<file path="config.mk">
export PLATFORM = sky130hd
export DESIGN_NAME = shift_left32_iter
export DESIGN_NICKNAME = d
export VERILOG_FILES = /design/src/rtl/shift_left32_iter.sv
export SDC_FILE = /design/constraint.sdc
export NUM_CORES = 1
export LEC_CHECK = 0
export ABC_AREA = 1
export CORE_MARGIN = 3
export CORE_UTILIZATION = 53
export CTS_BUF_LIST = sky130_fd_sc_hd__clkbuf_2 sky130_fd_sc_hd__clkbuf_4 sky130_fd_sc_hd__clkbuf_8
export CTS_CLUSTER_SIZE = 10
export DETAILED_ROUTE_END_ITERATION = 7
export GPL_TIMING_DRIVEN = 0
export MAX_ROUTING_LAYER = met4
export PLACE_DENSITY = 0.94
export SLEW_MARGIN = 5
export SYNTH_ARGS = -nofsm -noshare
export SYNTH_HDL_FRONTEND = slang
export SYNTH_SLANG_ARGS = --single-unit
</file>
<file path="constraint.sdc">
create_clock -name clk -period 2.3 [get_ports clk]
set_clock_uncertainty 0.05 [all_clocks]
set_input_delay 0.46 -clock clk [delete_from_list [all_inputs] [get_ports clk]]
set_output_delay 0.46 -clock clk [all_outputs]
set_load 0.02 [all_outputs]
</file>
<file path="src/rtl/shift_left32_iter.sv">
// Iterative 32-bit logical left shifter (SLL/SLLI) for the RV32 execute stage.
// Shifts STEP bits per clock behind valid/ready handshakes on both sides.
module shift_left32_iter #(
  parameter int unsigned STEP = 1
) (
  input  logic        clk,
  input  logic        rst_n,
  input  logic        in_valid,
  output logic        in_ready,
  input  logic [31:0] inp,
  input  logic [4:0]  shamt,
  output logic        out_valid,
  input  logic        out_ready,
  output logic [31:0] res,
  output logic        busy
);

  if (!(STEP == 1 || STEP == 2 || STEP == 4 || STEP == 8 || STEP == 16)) begin : gen_step_check
    $error("shift_left32_iter: STEP must be 1, 2, 4, 8 or 16");
  end

  localparam logic [4:0] StepAmt = 5'(STEP);

  typedef enum logic [1:0] {
    StIdle  = 2'b00,
    StShift = 2'b01,
    StDone  = 2'b10
  } state_e;

  state_e      state_q, state_d;
  logic [31:0] acc_q, acc_d;
  logic [4:0]  remaining_q, remaining_d;
  logic [31:0] res_q, res_d;

  logic [4:0]  step_k;
  logic [4:0]  remaining_rest;
  logic [31:0] acc_shl;

  // Final step may be shorter than STEP; k never exceeds remaining, so no underflow.
  always_comb begin
    step_k         = (remaining_q < StepAmt) ? remaining_q : StepAmt;
    remaining_rest = remaining_q - step_k;
    acc_shl        = acc_q << step_k;
  end

  always_ff @(posedge clk or negedge rst_n) begin
    if (!rst_n) begin
      state_q     <= StIdle;
      acc_q       <= '0;
      remaining_q <= '0;
      res_q       <= '0;
    end else begin
      state_q     <= state_d;
      acc_q       <= acc_d;
      remaining_q <= remaining_d;
      res_q       <= res_d;
    end
  end

  always_comb begin
    state_d = state_q;
    unique case (state_q)
      StIdle: begin
        if (in_valid) begin
          state_d = (shamt == 5'd0) ? StDone : StShift;
        end
      end
      StShift: begin
        if (remaining_rest == 5'd0) begin
          state_d = StDone;
        end
      end
      StDone: begin
        if (out_ready) begin
          state_d = StIdle;
        end
      end
      default: state_d = StIdle;
    endcase
  end

  always_comb begin
    acc_d       = acc_q;
    remaining_d = remaining_q;
    res_d       = res_q;
    case (state_q)
      StIdle: begin
        if (in_valid) begin
          acc_d       = inp;
          remaining_d = shamt;
          if (shamt == 5'd0) begin
            res_d = inp;
          end
        end
      end
      StShift: begin
        acc_d       = acc_shl;
        remaining_d = remaining_rest;
        if (remaining_rest == 5'd0) begin
          res_d = acc_shl;
        end
      end
      default: ;
    endcase
  end

  always_comb begin
    in_ready  = (state_q == StIdle);
    out_valid = (state_q == StDone);
    busy      = (state_q != StIdle);
    res       = res_q;
  end

endmodule

</file>
==> flow_summary.ini <==
[placed_design]
place_area_um2 = 4676
gp_congestion = 0.8556
preCtsSetupSlack_ns = 0.1104
hpwl_um = 6943
io_buffers = 75

[cells_and_area]
fin_area_um2 = 4930
regArea_um2 = 1778
drive_gt1_frac = 0.1008
antenna_cells = 0
syn_to_final_growth_pct = 30.42
nets = 652
fill_cells = 545
multiInputGateArea_um2 = 1633

[timing]
relSlewSlack = 0.6410
hold_viol_final = 0
setup_viol = 0
fmax_ghz = 0.4632
setup_ws_ns = 0.1413
finalSetupTns_ns = 0
tightest_slew_ns = 0.5385
rsz0062_at_grt = false
post-route-period-util = 0.9386
min_period_ns = 2.159
final_max_slew_viol_count = 0

[routing]
drc = 0
drtAntennaViolNets = 0
routed.top_layer = met4
finalWirelength_um = 10380
drt-wirelength-per-cell_um = 14.60
viasPerCell = 5.409
drt_iter0_markers = 358
dr_wl_met2_um = 5045
wl_met3_um = 825
met1_length_um = 4146
vias = 3846
drt_pass1_iterations = 5

[synthesis]
synth_seq_cells = 71
yosys-top-cells-area = dfrtp_1, nand2_1, nand3_1
netlist_area_um2 = 3780
syn_nets = 564
syn_avg_cell_area_um2 = 7.241
ys_types = 26
ys_seq_area_frac = 0.4700
synthCells = 522
synth-warning-count = 0
synth_top_area_share = 0.4700
yosysTopAreaCell = dfrtp_1

[floorplan]
die_area_um2 = 8181
num_rows = 30
io_pins = 76
core_um2 = 6869
fp.dieH_um = 90.45
start_util = 0.5503
fp.dieW_um = 90.45

[worst_setup_path]
crit_start = state_q[1]
arrival_ns = 1.65
cp_slowest_cell = clkdlybuf4s50_1
crit_fanout = 4
crit_type = flop to output port
cp.required_ns = 1.79
cpPeakStageDelay_ns = 0.64
r2r_setup_slack_ns = 0.15
crit_path_start_kind = flop
r2r-start = remaining_q[2]
end_kind = output port
path_cells = inv_1 > nor2_1 > clkdlybuf4s50_1

[cts]
cts-root-buf = clkbuf_8
cts_buffer_depth = 2
clock-sinks = 71
cts_tree = built
clk_pin_slew_ns = 0.08
h-tree-depth = 3
clk_latency_ns = 0.36
post_cts_buffers = 0
cts_buffers = 9

[global_route]
grt_pass1_vias = 3854
grt_max_degree = 71
antenna_found_initial = 0
overflow = 0
groute.usage.overall = 0.2728
grt_pass1_wl_um = 17710

[power_and_ir_drop]
powerDensity_nw_per_um2 = 1595
cellLeakagePower_nw = 2.586
ir_drop_mv = 0.8867

[job]
cap_violations = 0

[run_status]
status = finished, final reports clean

[min_path]
hold_class = input port to asynchronous set/reset pin
placed cells by master, fill, tap and decap left out, drive strengths merged, types with 2 or more instances in the layout:
cell           Yosys  layout
nand2            240     240
nor2              14      14
clkdlybuf4s50      0      73
o21ai             40      40
buf               27      29
bufinv             0       3
nand3             69      69
dfrtp             71      71
clkbuf             3      13
nand4              3       3
inv               47      47
a21oi              2       2
clkinv             0       3
routing by layer:
layer	vias up	track usage
li1	1809	-
met2	212	0.4412
met3	38	0.04833
met5	-	-
met4	0	0.1365
met1	1787	0.3308
synthesized netlist by cell type:
cell	n
a21oi_1	1
a21oi_2	1
a22oi_1	1
a32oi_1	1
buf_2	17
buf_4	4
buf_6	6
clkbuf_1	3
dfrtp_1	71
ha_1	1
inv_1	43
inv_2	4
nand2_1	237
nand2_2	3
nand3_1	67
nand3_2	2
nand4_1	3
nor2_1	9
nor2_2	2
nor2_4	3
o21ai_0	26
o21ai_1	13
o21ai_2	1
o221ai_1	1
o22ai_1	1
xnor2_1	1
per-stage QoR:
stage                     hold slack, ns  std cells  power (mW)    util
after global routing              0.4068        711       8.452  0.7177
after CTS                         0.3898        711       7.811  0.7171
after detailed placement          0.2085        694       6.523  0.6807
final                             0.3997        711       7.865  0.7177
after global placement            0.4113        693       6.319  0.6770
after floorplan                   0.1144        522       5.105       -
layout make-up:
class	instances	share of cell area
Timing Repair Buffer	77	0.1599
Clock buffer	10	0.02665
Sequential cell	71	0.3607
Multi-Input combinational cell	374	0.3312
Clock inverter	6	0.02208
Buffer	30	0.03934
Tap cell	96	0.02437
Inverter	47	0.03579
sequential cells by signal, indices dropped and copies added (netlist names):
signal	count
acc_q	32
state_q	2
res	32
remaining_q	5
logic make-up after synthesis:
family | count (synthesis) | share of synthesized area
and+or+nand+nor | 326 | 0.3605
buffers and inverters | 77 | 0.09798
DFF | 71 | 0.4700
AOI/OAI and AO/OA | 46 | 0.06587
xor gates and xnor gates | 1 | 0.002318
adders and majority gates | 1 | 0.003310
critical path, delay by kind of cell (launching register included):
family | cells | cell delay [ns]
flip-flops | 1 | 0.39
buffers and inverters | 2 | 0.75
AND/OR/NAND/NOR | 1 | 0.15
power by group:
| part | switching [mW] | leakage [nW] | internal, mW |
|---|---|---|---|
| Combinational | 2.86 | 1.58 | 1.66 |
| Clock | 0.493 | 0.124 | 0.731 |
| Sequential | 0.279 | 0.887 | 1.85 |
| Total | 3.63 | 2.59 | 4.24 |
repair_timing:
| action | in CTS | in global routing |
|---|---|---|
| gates resized for setup | 0 | 2 |
| setup endpoints to repair | 0 | 19 |
| hold buffers | 1 | 0 |
| endpoints found under the hold margin | 1 | 0 |
worst paths after layout:
check,end,depth (start not counted)
worst max-delay path,out_valid,3
min in group clk,res[4],2
worst min-delay path,res[1],2
worst min register to register,res[4],2
worst max register to register,res[12],12
max in group asynchronous,remaining_q[2],3
(Power assumes the default switching activity.)
==> patch 1 (same settings) <==
Take the reset off `res_q` and load it in a clocked block of its own.
--- a/src/rtl/shift_left32_iter.sv
+++ b/src/rtl/shift_left32_iter.sv
@@ -49,11 +49,13 @@
       acc_q       <= '0;
       remaining_q <= '0;
-      res_q       <= '0;
     end else begin
       state_q     <= state_d;
       acc_q       <= acc_d;
       remaining_q <= remaining_d;
-      res_q       <= res_d;
     end
+  end
+
+  always_ff @(posedge clk) begin
+    res_q <= res_d;
   end
 
Behaviour: not the same (a bounded check fails within 4 cycles, from zero or initial values and one cycle with rst_n low).
==> patch 1 against the original RTL <==
  * Power increased by 11%
  * Routed wire length increased by 0.76%
  * Sequential cell count unchanged
  * Synthesized area increased by 2.0%
  * Global-route usage decreased by 2.3 points
  * Fmax decreased by 3.2%
  * Via count decreased by 7.1%
  * Setup slack got worse by 72 ps
  * Die area increased by 1.8%
  * Final area increased by 4.8%
  * Critical path type is now register to register
  * Highest routed layer unchanged
==> patch 1: results (changes against the original RTL) <==
- Share of layout cells above drive strength 1: 18.3% (+8.2 points)
- WP data arrival: 2260 ps (+610 ps)
- DR pass1 iterations: 7 (+2)
- Critical Path Max Stage Delay: 430 ps (-210 ps)
- GRT met1 Usage: 29.5% (-3.6 points)
- Non-clock buffers: 115 (+7.5%)
- Metal2 WL: 5420 µm (+7.5%)
- Slew HR: 63.3% (-0.76 points)
- Total Routing Usage GR: 25.0% (-2.3 points)
- Synth Area in Adders: 0.325% (-0.0063 points)
- Syn avg cell area: 9.22 µm² (+27%)
- Register area: 1940 µm² (+9.0%)
- Buffer share of cell area: 21.9% (+2.0 points)
- Final Hold Slack: 17.6 ps (-382 ps)
- CTS max path bufs: 2 (unchanged)
- Vias in the first global route: 3,490 (-9.4%)
- Routed met3 length: 905 µm (+9.7%)
- Syn_nets: 460 (-18%)
- CP max FO: 8 (+4)
- M3 GR Usage: 5.55% (+0.72 points)
- Starting DRT DRC Count: 278 (-22%)
- Final #Nets: 561 (-14%)
- Status: completed
- Final clock-cell share: 4.29% (-0.59 points)
- Met1 wire length: 3790 µm (-8.6%)
- Multi-In Gates: 304 (-19%)
- Post-synth cell types: 33 (+27%)
- Vias: 3,574 (-7.1%)
- Dpl cells: 590 (-15%)
- Gpl congestion: 0.807 (-5.7%)
- Post-DP HPWL: 6230 µm (-10%)
- Power Density: 1690 nW/µm² (+5.7%)
- Area after DPL: 4760 µm² (+1.7%)
- First-pass GRT wire length: 16,300 µm (-8.0%)
- Ranking of synthesized cells by area: dfrtp_1 (25%), edfxtp_1 (25%), nand2_1 (11%)
- Vias per Instance: 5.76 (+6.6%)
- Crit path max-delay cell type: dfrtp_1
- Fillcell total: 446 (-18%)
- WL/cell: 16.9 µm (+16%)
- Pin count of the biggest net entering global routing: 40 (-44%)
- Met2 Track Usage GR: 41.0% (-3.2 points)
- Highest ir drop seen on vdd: 817 µV (-7.9%)
- Worst R2R Setup Slack: 70 ps (-80 ps)
- Synth top cells by count: nand2_1 (110), nand3_1 (51), dfrtp_1 (39)
## patch 1: changes by cell type after synthesis, sizes merged, moves of 31 or more
| cell | unedited run | this run |
|---|---|---|
| nand2 | 240 | 111 |
| inv | 47 | 16 |
| and2 | 0 | 31 |
| dfrtp | 71 | 39 |
| edfxtp | 0 | 32 |
| or2 | 0 | 31 |
## patch 1: cells by family (layout without fill, tap and decap cells)
group	Yosys count	after routing
flops	71	71
fa+ha+maj	1	1
compound gates	17	17
simple gates	286	286
buf+inv	43	149
## patch 1: through the flow
step / setup TNS (ps) / worst slack (ps)
finish: 0 / 69.5
global route: -138 / -19.4
CTS: 0 / 30.4
detailed placement: -15770 / -495
global placement: -20420 / -383
floorplan: 0 / 1.04
## patch 1: worst register-to-register path, cell delays in order (launching register included)
cell	delay (ps)
dfrtp_1	430
nor2_4	140
buf_6	110
a21oi_2	50
inv_1	60
ha_2	180
inv_2	50
nor2_2	130
a21oi_2	70
nor2_2	170
nand3_4	130
clkinvlp_4	180
clkbuf_16	180
## patch 1: power by group
part	switching, mW	internal [mW]
clock	0.494	0.636
combinational	2.86	2.13
sequential	0.402	2.18
total	3.76	4.95
## patch 1: worst max-delay path by stage
stage	startpoint	end	slack, ps	depth (start not counted)
after global placement	remaining_q[4]	res[17]	-380	11
after floorplan	remaining_q[4]	res[0]	1	11
after global routing	remaining_q[2]	res[2]	-20	12
after CTS	remaining_q[4]	res[22]	30	12
final	remaining_q[3]	res[1]	70	12
after detailed placement	remaining_q[4]	res[20]	-490	11
## patch 1: what timing repair did
| item | in CTS | in global routing |
|---|---|---|
| pin swaps | 2 | 5 |
| setup buffers | 5 | 7 |
| hold buffers | 0 | 0 |
| resized for setup | 2 | 8 |
| setup endpoints to repair | 32 | 32 |
| cloned | 1 | 1 |
==> patch 2 (same settings) <==
Made on the original files. The 3 states of `state_e` get a one-hot encoding in 3 bits.
--- a/src/rtl/shift_left32_iter.sv
+++ b/src/rtl/shift_left32_iter.sv
@@ -22,8 +22,8 @@
   localparam logic [4:0] StepAmt = 5'(STEP);
 
-  typedef enum logic [1:0] {
-    StIdle  = 2'b00,
-    StShift = 2'b01,
-    StDone  = 2'b10
+  typedef enum logic [2:0] {
+    StIdle  = 3'b001,
+    StShift = 3'b010,
+    StDone  = 3'b100
   } state_e;
 
Function: no difference found for any inputs over 10 cycles, from zero or initial values and one cycle with rst_n low; not proved beyond that.
==> patch 2 against the original RTL <==
  * Power grew 1.5%
  * Sequential share of layout area shrank 2.1 points
  * Largest cell class is now multi-input combinational cells
  * Routed wire length rose by 20%
  * Sequential power up 2%
  * Final area increased by 7.8%
  * Critical path type unchanged
  * Combinational power is 1% higher
  * Fmax shrank 4.9%
  * Synthesized area increased by 5.2%
  * Sequential cell count increased by 1
  * Setup slack worse by 110 ps
  * Largest power group unchanged
==> patch 2: results (changes against the original RTL) <==
- Final #Nets: 680 (+4.3%)
- Post-DP HPWL: 7860 µm (+13%)
- Vias: 4,404 (+15%)
- Switching power: 3.66 mW (+0.97%)
- Worst flop-to-flop path startpoint: remaining_q[1]
- First-pass GRT wire length: 19,600 µm (+11%)
- Share of layout cells above drive strength 1: 11.8% (+1.8 points)
- Worst R2R Setup Slack: 40 ps (-110 ps)
- Post-Syn Instances: 538 (+3.1%)
- WP data arrival: 1760 ps (+110 ps)
- Fillcell total: 472 (-13%)
- Vias in the first global route: 4,214 (+9.3%)
- Pin count of the biggest net entering global routing: 70 (-1.4%)
- Register area share after synthesis: 45.4% (-1.6 points)
- CP max FO: 3 (-1)
- Gpl congestion: 0.918 (+7.3%)
- Slew HR: 64.6% (+0.53 points)
- Path depth of the worst reg2reg path: 13 (+1)
- Critical Path Max Stage Delay: 680 ps (+40 ps)
- Highest ir drop seen on vdd: 712 µV (-20%)
- Vias per Instance: 5.97 (+10%)
- Dpl cells: 710 (+2.3%)
- Ranking of synthesized cells by area: dfrtp_1 (45%), nand2_1 (20%), nand4_1 (11%)
- Lkg Pwr: 2.64 nW (+2.3%)
- Number of synthesized flops with an enable pin: 0 (unchanged)
- Status: completed
patch 2: cell types whose count changed in the layout (fill, tap and decap cells not counted), moves of 3 or more:
| cell | unedited run | this run |
|---|---|---|
| o21ai_1 | 13 | 0 |
| clkbuf_1 | 3 | 14 |
| buf_4 | 5 | 13 |
| nand2_1 | 237 | 209 |
| nand3_1 | 67 | 35 |
| o21ai_0 | 26 | 40 |
| buf_2 | 17 | 14 |
| nand4_1 | 3 | 67 |
patch 2: worst max path at each step:
stage                    from        end  slack [ps]  cells past startpoint
2_1_floorplan  remaining_q[1]    res[29]         140                     13
3_3_place_gp            rst_n    res[14]       -1730                      1
3_5_place_dp   remaining_q[0]    res[31]        -320                     12
4_1_cts        remaining_q[2]     res[8]          10                     14
5_1_grt        remaining_q[1]    res[21]         -60                     13
6_report           state_q[1]  out_valid          30                      2
patch 2: area by class of cell:
type | instances | area, µm² | area share [%]
Tap cell | 96 | 120 | 2.26
Inverter | 47 | 178 | 3.34
Sequential cell | 72 | 1800 | 33.9
Clock buffer | 10 | 138 | 2.59
Buffer | 38 | 238 | 4.47
Timing Repair Buffer | 90 | 912 | 17.2
Clock inverter | 5 | 104 | 1.95
Multi-Input combinational cell | 380 | 1820 | 34.3
patch 2: power by group through the flow:
stage	clock network, mW	logic, mW	registers [mW]
2_1_floorplan	0	2.34	2.44
3_3_place_gp	0	3.87	2.15
3_5_place_dp	0	4.00	2.17
4_1_cts	1.24	4.15	2.16
5_1_grt	1.32	4.96	2.22
6_report	1.25	4.57	2.17
patch 2: what timing repair did:
action	CTS	global route
setup endpoints to repair	37	35
resized for setup	11	17
setup buffers	6	3
hold buffers	1	0
pin swaps	3	4
gates cloned	0	4
hold endpoints to repair	3	0
patch 2: through the flow:
step           setup slack [ps]  hold slack, ps  setup TNS (ps)  area [µm²]
4_1_cts                    10.5             402               0        5180
2_1_floorplan               145             114               0        3980
5_1_grt                   -61.5             393           -1100        5320
3_5_place_dp               -324             222           -9550        4870
3_3_place_gp              -1730             413         -132190        4850
6_report                   29.6             392               0        5320
patch 2: logic make-up (layout without fill, tap and decap cells):
family          count (synthesis)  in the layout  share of synthesized area [%]
flops                          72             72                           45.4
buf+inv                        86            190                           9.66
simple gates                  333            333                           38.4
fa+ha+maj                       1              1                          0.315
compound gates                 46             46                           6.26
patch 2: per-layer routing:
layer	vias to the layer above	share of wire [%]	global-route usage, %
met2	331	48	45.2
met1	2032	39	38.0
met5	-	0	-
met3	61	9.5	4.22
met4	0	4.0	14.1
li1	1980	-	-
